==> src/rtl/pe_operand_gather_pkg.sv <==
// Shared definitions for the TABLA PE operand gather stage: function codes,
// operand source selects, FSM state encodings and the select range helper.
package pe_operand_gather_pkg;

    localparam logic [2:0] FN_PASS = 3'd0;
    localparam logic [2:0] FN_ADD  = 3'd1;
    localparam logic [2:0] FN_SUB  = 3'd2;
    localparam logic [2:0] FN_MUL  = 3'd3;
    localparam logic [2:0] FN_MAC  = 3'd4;
    localparam logic [2:0] FN_CMP  = 3'd5;

    localparam logic [2:0] SRC_NONE = 3'd0;
    localparam logic [2:0] SRC_NB   = 3'd1;
    localparam logic [2:0] SRC_GB   = 3'd2;
    localparam logic [2:0] SRC_IB   = 3'd3;
    localparam logic [2:0] SRC_WB   = 3'd4;

    typedef enum logic [1:0] {
        ST_IDLE   = 2'd0,
        ST_GATHER = 2'd1,
        ST_ISSUE  = 2'd2,
        ST_RESULT = 2'd3
    } gather_state_e;

    // Selects outside 1..n_src name no source and behave like SRC_NONE.
    function automatic logic sel_in_range(input int unsigned sel, input int unsigned n_src);
        return (sel != 32'd0) && (sel <= n_src);
    endfunction

endpackage

==> src/rtl/pe_operand_gather_slot.sv <==
// One operand slot of the gather stage: holds the select, required and latched
// flags plus the captured word, and raises a pop request towards its source.
module pe_operand_slot
    import pe_operand_gather_pkg::*;
#(
    parameter int dataLen   = 32,
    parameter int numSrc    = 4,
    parameter int logNumSrc = 3
) (
    input  logic                      clk,
    input  logic                      reset,
    input  logic                      i_load,
    input  logic [logNumSrc-1:0]      i_sel,
    input  logic                      i_gather,
    input  logic [numSrc*dataLen-1:0] i_src_data,
    input  logic [numSrc-1:0]         i_pop,
    output logic [numSrc-1:0]         o_want,
    output logic                      o_ready,
    output logic                      o_req,
    output logic [dataLen-1:0]        o_data
);

    logic [logNumSrc-1:0] r_sel;
    logic                 r_req;
    logic                 r_lat;
    logic [dataLen-1:0]   r_data;
    logic [dataLen-1:0]   w_word;
    logic                 w_hit;

    // Decode the select into a one-hot pop request and route the matching word.
    always_comb begin
        o_want = '0;
        w_word = '0;
        for (int k = 0; k < numSrc; k++) begin
            if (r_sel == logNumSrc'(k + 1)) begin
                o_want[k] = i_gather && r_req && !r_lat;
                w_word    = i_src_data[k*dataLen +: dataLen];
            end else begin
                o_want[k] = 1'b0;
            end
        end
    end

    // A pop granted to any source this slot wants latches that word on this edge.
    assign w_hit   = |(o_want & i_pop);
    assign o_ready = !r_req || r_lat || w_hit;
    assign o_req   = r_req;
    assign o_data  = w_hit ? w_word : r_data;

    // Slot state: loaded on instruction accept, latched once per instruction.
    always_ff @(posedge clk or posedge reset) begin
        if (reset) begin
            r_sel  <= '0;
            r_req  <= 1'b0;
            r_lat  <= 1'b0;
            r_data <= '0;
        end else if (i_load) begin
            if (sel_in_range(32'(i_sel), numSrc)) begin
                r_sel <= i_sel;
                r_req <= 1'b1;
            end else begin
                r_sel <= '0;
                r_req <= 1'b0;
            end
            r_lat  <= 1'b0;
            r_data <= '0;
        end else if (w_hit) begin
            r_lat  <= 1'b1;
            r_data <= w_word;
        end
    end

endmodule

==> src/rtl/pe_operand_gather.sv <==
// Operand gather stage ahead of pe_compute: accepts an instruction, collects up to
// three operands from the PE sources, issues them and holds the result for writeback.
// Optional gather watchdog: define PE_GATHER_TIMEOUT_EN.
module pe_operand_gather
    import pe_operand_gather_pkg::*;
#(
    parameter int dataLen   = 32,
    parameter int logNumFn  = 3,
    parameter int numSrc    = 4,
    parameter int logNumSrc = 3,
    parameter int TIMEOUT   = 1024
) (
    input  logic                      clk,
    input  logic                      reset,
    input  logic                      inst_valid,
    output logic                      inst_ready,
    input  logic [logNumFn-1:0]       inst_fn,
    input  logic [logNumSrc-1:0]      inst_src1,
    input  logic [logNumSrc-1:0]      inst_src2,
    input  logic [logNumSrc-1:0]      inst_src3,
    input  logic [numSrc*dataLen-1:0] src_data,
    input  logic [numSrc-1:0]         src_valid,
    output logic [numSrc-1:0]         src_pop,
    output logic [dataLen-1:0]        operand1,
    output logic [dataLen-1:0]        operand2,
    output logic [dataLen-1:0]        operand3,
    output logic                      operand1_v,
    output logic                      operand2_v,
    output logic                      operand3_v,
    output logic                      operand1_req,
    output logic                      operand2_req,
    output logic                      operand3_req,
    output logic [logNumFn-1:0]       fn,
    input  logic [dataLen-1:0]        resultOut,
    input  logic                      done,
    output logic [dataLen-1:0]        result,
    output logic                      result_valid,
    input  logic                      result_ready,
    output logic                      err
);

    if (((2 ** logNumSrc) <= numSrc) || (TIMEOUT < 1)) begin : g_param_check
        $error("pe_operand_gather: select field too narrow or TIMEOUT below 1");
    end

    gather_state_e        r_state;
    logic                 r_inst_ready;
    logic [logNumFn-1:0]  r_fn;
    logic [dataLen-1:0]   r_op1;
    logic [dataLen-1:0]   r_op2;
    logic [dataLen-1:0]   r_op3;
    logic [2:0]           r_v;
    logic [2:0]           r_rq;
    logic [dataLen-1:0]   r_result;
    logic                 r_result_valid;

    logic                 w_accept;
    logic                 w_gather;
    logic                 w_any_req;
    logic                 w_all_rdy;
    logic                 w_timeout;
    logic [numSrc-1:0]    w_want1;
    logic [numSrc-1:0]    w_want2;
    logic [numSrc-1:0]    w_want3;
    logic                 w_rdy1;
    logic                 w_rdy2;
    logic                 w_rdy3;
    logic                 w_req1;
    logic                 w_req2;
    logic                 w_req3;
    logic [dataLen-1:0]   w_data1;
    logic [dataLen-1:0]   w_data2;
    logic [dataLen-1:0]   w_data3;

    assign w_accept  = inst_valid && r_inst_ready;
    assign w_gather  = (r_state == ST_GATHER);
    assign w_any_req = sel_in_range(32'(inst_src1), numSrc) ||
                       sel_in_range(32'(inst_src2), numSrc) ||
                       sel_in_range(32'(inst_src3), numSrc);

    pe_operand_slot #(.dataLen(dataLen), .numSrc(numSrc), .logNumSrc(logNumSrc)) u_slot1 (
        .clk(clk), .reset(reset), .i_load(w_accept), .i_sel(inst_src1), .i_gather(w_gather),
        .i_src_data(src_data), .i_pop(src_pop), .o_want(w_want1), .o_ready(w_rdy1),
        .o_req(w_req1), .o_data(w_data1)
    );

    pe_operand_slot #(.dataLen(dataLen), .numSrc(numSrc), .logNumSrc(logNumSrc)) u_slot2 (
        .clk(clk), .reset(reset), .i_load(w_accept), .i_sel(inst_src2), .i_gather(w_gather),
        .i_src_data(src_data), .i_pop(src_pop), .o_want(w_want2), .o_ready(w_rdy2),
        .o_req(w_req2), .o_data(w_data2)
    );

    pe_operand_slot #(.dataLen(dataLen), .numSrc(numSrc), .logNumSrc(logNumSrc)) u_slot3 (
        .clk(clk), .reset(reset), .i_load(w_accept), .i_sel(inst_src3), .i_gather(w_gather),
        .i_src_data(src_data), .i_pop(src_pop), .o_want(w_want3), .o_ready(w_rdy3),
        .o_req(w_req3), .o_data(w_data3)
    );

    // Slots sharing a source share its single pop.
    assign src_pop   = src_valid & (w_want1 | w_want2 | w_want3);
    assign w_all_rdy = w_rdy1 && w_rdy2 && w_rdy3;

`ifdef PE_GATHER_TIMEOUT_EN
    localparam int CNT_W = $clog2(TIMEOUT + 1);

    logic [CNT_W-1:0] r_cnt;
    logic             r_err;

    assign w_timeout = w_gather && !w_all_rdy && (r_cnt == CNT_W'(TIMEOUT - 1));
    assign err       = r_err;

    // Gather watchdog: counts GATHER cycles, err stays set until reset.
    always_ff @(posedge clk or posedge reset) begin
        if (reset) begin
            r_cnt <= '0;
            r_err <= 1'b0;
        end else begin
            if (w_accept) begin
                r_cnt <= '0;
            end else if (w_gather && !w_all_rdy) begin
                r_cnt <= r_cnt + CNT_W'(1);
            end
            if (w_timeout) begin
                r_err <= 1'b1;
            end
        end
    end
`else
    assign w_timeout = 1'b0;
    assign err       = 1'b0;
`endif

    // Control FSM with registered handshake, operand and result outputs.
    always_ff @(posedge clk or posedge reset) begin
        if (reset) begin
            r_state        <= ST_IDLE;
            r_inst_ready   <= 1'b1;
            r_fn           <= '0;
            r_op1          <= '0;
            r_op2          <= '0;
            r_op3          <= '0;
            r_v            <= 3'b000;
            r_rq           <= 3'b000;
            r_result       <= '0;
            r_result_valid <= 1'b0;
        end else begin
            case (r_state)
                ST_IDLE: begin
                    if (w_accept) begin
                        r_fn         <= inst_fn;
                        r_inst_ready <= 1'b0;
                        r_state      <= w_any_req ? ST_GATHER : ST_ISSUE;
                    end
                end
                ST_GATHER: begin
                    if (w_all_rdy) begin
                        r_op1   <= w_req1 ? w_data1 : '0;
                        r_op2   <= w_req2 ? w_data2 : '0;
                        r_op3   <= w_req3 ? w_data3 : '0;
                        r_v     <= {w_req3, w_req2, w_req1};
                        r_rq    <= {w_req3, w_req2, w_req1};
                        r_state <= ST_ISSUE;
                    end else if (w_timeout) begin
                        r_inst_ready <= 1'b1;
                        r_state      <= ST_IDLE;
                    end
                end
                ST_ISSUE: begin
                    if (done) begin
                        r_result       <= resultOut;
                        r_result_valid <= 1'b1;
                        r_op1          <= '0;
                        r_op2          <= '0;
                        r_op3          <= '0;
                        r_v            <= 3'b000;
                        r_rq           <= 3'b000;
                        r_state        <= ST_RESULT;
                    end
                end
                ST_RESULT: begin
                    if (result_ready) begin
                        r_result_valid <= 1'b0;
                        r_inst_ready   <= 1'b1;
                        r_state        <= ST_IDLE;
                    end
                end
                default: begin
                    r_inst_ready <= 1'b1;
                    r_state      <= ST_IDLE;
                end
            endcase
        end
    end

    assign inst_ready   = r_inst_ready;
    assign fn           = r_fn;
    assign operand1     = r_op1;
    assign operand2     = r_op2;
    assign operand3     = r_op3;
    assign operand1_v   = r_v[0];
    assign operand2_v   = r_v[1];
    assign operand3_v   = r_v[2];
    assign operand1_req = r_rq[0];
    assign operand2_req = r_rq[1];
    assign operand3_req = r_rq[2];
    assign result       = r_result;
    assign result_valid = r_result_valid;

endmodule

==> config.mk <==
export PLATFORM = sky130hd
export DESIGN_NAME = pe_operand_gather
export DESIGN_NICKNAME = d
export VERILOG_FILES = /design/src/rtl/pe_operand_gather_pkg.sv /design/src/rtl/pe_operand_gather_slot.sv /design/src/rtl/pe_operand_gather.sv
export SDC_FILE = /design/constraint.sdc
export NUM_CORES = 1
export LEC_CHECK = 0
export BUFFER_PORTS_ARGS = -buffer_cell sky130_fd_sc_hd__buf_2
export CORE_MARGIN = 4
export CORE_UTILIZATION = 45
export CTS_BUF_LIST = sky130_fd_sc_hd__clkbuf_4 sky130_fd_sc_hd__clkbuf_8
export CTS_CLUSTER_SIZE = 25
export DETAILED_ROUTE_END_ITERATION = 8
export GPL_TIMING_DRIVEN = 0
export PLACE_DENSITY_LB_ADDON = 0.15
export SETUP_SLACK_MARGIN = 0.3
export SYNTH_ARGS = -nofsm -noshare
export SYNTH_HDL_FRONTEND = slang
export SYNTH_SLANG_ARGS = --single-unit
==> constraint.sdc <==
create_clock -name clk -period 18.55 [get_ports clk]
set_input_delay 0.9275 -clock clk [delete_from_list [all_inputs] [get_ports clk]]
set_output_delay 0.9275 -clock clk [all_outputs]
set_load 0.03 [all_outputs]
==> run metrics <==
status complete, no violations; mean cell area of the mapped netlist 11.2 um2; unrepaired setup endpoints after global routing no; vias 11.0k; clock input transition at the sequential cells of the worst setup and hold paths 0.06 ns; Placed Instances 1772; Synth Warn # 0; antenna violations before repair 14; relative contribution of combinational cells to total power 5.9%; Pwr Density 76.1 mW/mm2; Worst path top cell family by delay buffers and inverters; area added between synthesis and finish 25.1%; Worst Hold Margin 0.396 ns; critical path endpoint category output pin; leftover overflow at the end of global routing 0; NumNets Final 1665; endpoints failing hold 0; number of distinct library cells after synthesis 39; switching part of the total power 22.8%; Synthesized Nets 1294; slowest cell delay on critical path 0.59 ns; clock skew 0.0149 ns; FF+latch count, synth 249; Std-Cell Core Area 0.0270 mm2; largest cells by area after synthesis sky130_fd_sc_hd__dfrtp_1, sky130_fd_sc_hd__mux2i_1, sky130_fd_sc_hd__o2bb2ai_1; detailed router's first-iteration violation count 1026; post-CTS setup buffers 0; async set-reset flop share out of synthesis 100%; largest area contributor in the synthesized netlist sky130_fd_sc_hd__dfrtp_1; number of global-route vias before repair 11.3k; number of flops mapped to enable cells by yosys 0; transition at the pin with the smallest max-transition slack 0.900 ns; clock latency reported for the late side of the worst-skew pair 0.55 ns; Max Freq 250 MHz; Max Cap Violations 0; Critical Setup Path Class reg -> out; CTS Hold Buffers Added 0; cell area after synthesis 0.0124 mm2; Setup TNS Final 0 ns; global-route wire length before repair 66000 um; critical-path cell list buf_2, nor2b_1, clkbuf_1, clkbuf_1, nand3_1, a31oi_1, buf_2; H-tree Lvls 2; Site Rows 60; worst slew slack as a fraction of its limit 39.8%; number of buffers between clock root and the deepest sink 3; Arrival @ worst endpoint 3.08 ns; post-synthesis cell count 1106; I/O pins 325; die boundary height 174 um; Resized cells post-CTS 0; post-synthesis sequential area ratio 50.3%; maximum number of pins on one net before global-route repair 117; fraction of layout instances using a drive strength above 1 30.8%; worst setup slack after placement 15.24 ns; post-route minimum period 4.00 ns; slowest stage cell on the critical path sky130_fd_sc_hd__clkbuf_1; static leakage power 0.00716 uW; Setup crit start kind flip-flop; overall die area 0.0302 mm2; Worst Setup Slack, final 14.55 ns; r2r worst-path depth 7; TritonCTS Sinks 249; share of total power in sequential cells 47.3%; number of vias per cell after detailed routing 5.90; count of buffers from port buffering 323; master cell of the clock root buffer sky130_fd_sc_hd__clkbuf_8; final wirelength 43200 um; maximum vdd drop 0.0483 mV; CTS tree done; share of the synthesized area in the top cell type 50.1%; detailed-route wire length per cell 23.2 um; number of standard cells in the layout, taps in and fillers out 1859; register cell area after layout 0.00623 mm2; DP HPWL 31000 um; placer congestion estimate 0.859; router iterations before antenna repair 7; Top FF cell, synth sky130_fd_sc_hd__dfrtp_1; switching power 269 uW; number of logic stages on the critical path including buffering 7; DRC 0; number of buffers inserted during clock tree synthesis 44; Fillers 2479; total area of multi-input combinational cells 0.00567 mm2; Worst R2R Setup Slack 15.71 ns; internal power component 910 uW; CP Buf/Inv Count 4; class of the tightest hold or removal check in -> async; total of endpoints with negative setup slack in the final report 0; clock network power share 46.8%; gr usage total 27.8%; starting density of the core 45.8%; width of the die 174 um; required arrival time at the worst endpoint 17.62 ns; number of pins exceeding their max-slew limit in the final report 0; critical-path maximum fanout 10; antenna viol nets, final 0; final worst path period share 21.6%; post-layout util 57.3%
[path summary, 6_finish.rpt]
check / start / to
max: u_slot2.r_sel[0]$_DFFE_PP0P_ / src_pop[2]
min: reset / operand2[15]$_DFFE_PP0P_
max reg2reg: u_slot3.r_sel[0]$_DFFE_PP0P_ / operand2[18]$_DFFE_PP0P_
min reg2reg: operand3[22]$_DFFE_PP0P_ / operand3[22]$_DFFE_PP0P_
max in group asynchronous: reset / result[6]$_DFFE_PP0P_
min in group clk: operand3[22]$_DFFE_PP0P_ / operand3[22]$_DFFE_PP0P_
[registers in the layout, indices dropped and copies added (netlist names), 32 cells and up]
name / flops
u_slot2.r_data: 32
result: 32
u_slot3.r_data: 32
operand2: 32
operand3: 32
operand1: 32
u_slot1.r_data: 32
[synthesized netlist by cell type (5+ instances only)]
library cell,n
sky130_fd_sc_hd__inv_1,9
sky130_fd_sc_hd__ha_1,7
sky130_fd_sc_hd__buf_4,5
sky130_fd_sc_hd__dfrtp_1,248
sky130_fd_sc_hd__buf_2,15
sky130_fd_sc_hd__o22ai_1,96
sky130_fd_sc_hd__o21ai_0,9
sky130_fd_sc_hd__buf_1,11
sky130_fd_sc_hd__nor2_1,111
sky130_fd_sc_hd__a22oi_1,96
sky130_fd_sc_hd__o2bb2ai_1,96
sky130_fd_sc_hd__nor2b_1,8
sky130_fd_sc_hd__clkbuf_1,78
sky130_fd_sc_hd__mux2i_1,197
sky130_fd_sc_hd__nand2_1,30
sky130_fd_sc_hd__nand3b_1,9
sky130_fd_sc_hd__nand4bb_1,6
sky130_fd_sc_hd__mux2_2,35
[area by class of cell]
| class | instances | share of cell area [%] |
|---|---|---|
| clock inverters | 3 | 0.275 |
| multi-input cells | 739 | 36.6 |
| flip-flops and latches | 249 | 40.2 |
| well taps | 341 | 2.76 |
| diodes | 10 | 0.162 |
| plain buffers | 109 | 2.88 |
| repair buffers | 325 | 10.8 |
| inverters | 9 | 0.267 |
| clock buffers | 74 | 6.01 |
[routing by layer]
metal	GRT usage, %	routed length (um)	up-vias
met3	8.33	3910	89
met2	42.8	19700	496
met1	37.7	18300	5447
li1	-	-	4919
met4	9.40	1160	12
met5	0	55	-
[cells in the final DEF, fill, tap and decap left out, types with 4 or more instances in the layout]
master	count
sky130_fd_sc_hd__dfrtp_1	248
sky130_fd_sc_hd__a22oi_1	96
sky130_fd_sc_hd__nor2_1	111
sky130_fd_sc_hd__nand4bb_1	6
sky130_fd_sc_hd__o22ai_1	96
sky130_fd_sc_hd__diode_2	10
sky130_fd_sc_hd__ha_1	7
sky130_fd_sc_hd__nand3_1	4
sky130_fd_sc_hd__buf_1	11
sky130_fd_sc_hd__buf_2	338
sky130_fd_sc_hd__nand3b_1	9
sky130_fd_sc_hd__nor2b_1	8
sky130_fd_sc_hd__clkbuf_4	14
sky130_fd_sc_hd__o21ai_0	9
sky130_fd_sc_hd__nand4_1	4
sky130_fd_sc_hd__mux2_2	35
sky130_fd_sc_hd__buf_4	5
sky130_fd_sc_hd__clkbuf_1	78
sky130_fd_sc_hd__o2bb2ai_1	96
sky130_fd_sc_hd__mux2i_1	197
sky130_fd_sc_hd__clkbuf_8	60
sky130_fd_sc_hd__inv_1	8
sky130_fd_sc_hd__nand2_1	30
[cells by family after synthesis]
| kind of cell | after synthesis | share of synthesized area [%] |
|---|---|---|
| mux | 232 | 19.1 |
| other cells | 1 | 0.0303 |
| flops | 249 | 50.3 |
| compound gates | 313 | 19.0 |
| buf+inv | 118 | 3.88 |
| simple gates | 186 | 6.91 |
| fa+ha+maj | 7 | 0.707 |
[power groups by stage]
| stage | registers, uW | clock network [uW] | logic, uW |
|---|---|---|---|
| after floorplan | 566 | 0 | 30.4 |
| after global placement | 567 | 0 | 66.1 |
| after detailed placement | 567 | 0 | 69.6 |
| after CTS | 557 | 562 | 69.8 |
| after global routing | 558 | 587 | 78.4 |
| final | 557 | 552 | 69.9 |
[metrics by stage]
step                      power, uW  instance area [um2]
after detailed placement        636                14500
after floorplan                 597                12400
after CTS                      1190                15500
after global routing           1220                15500
after global placement          633                14400
final                          1180                15500
No activity file was read; power rests on OpenSTA's default activity.
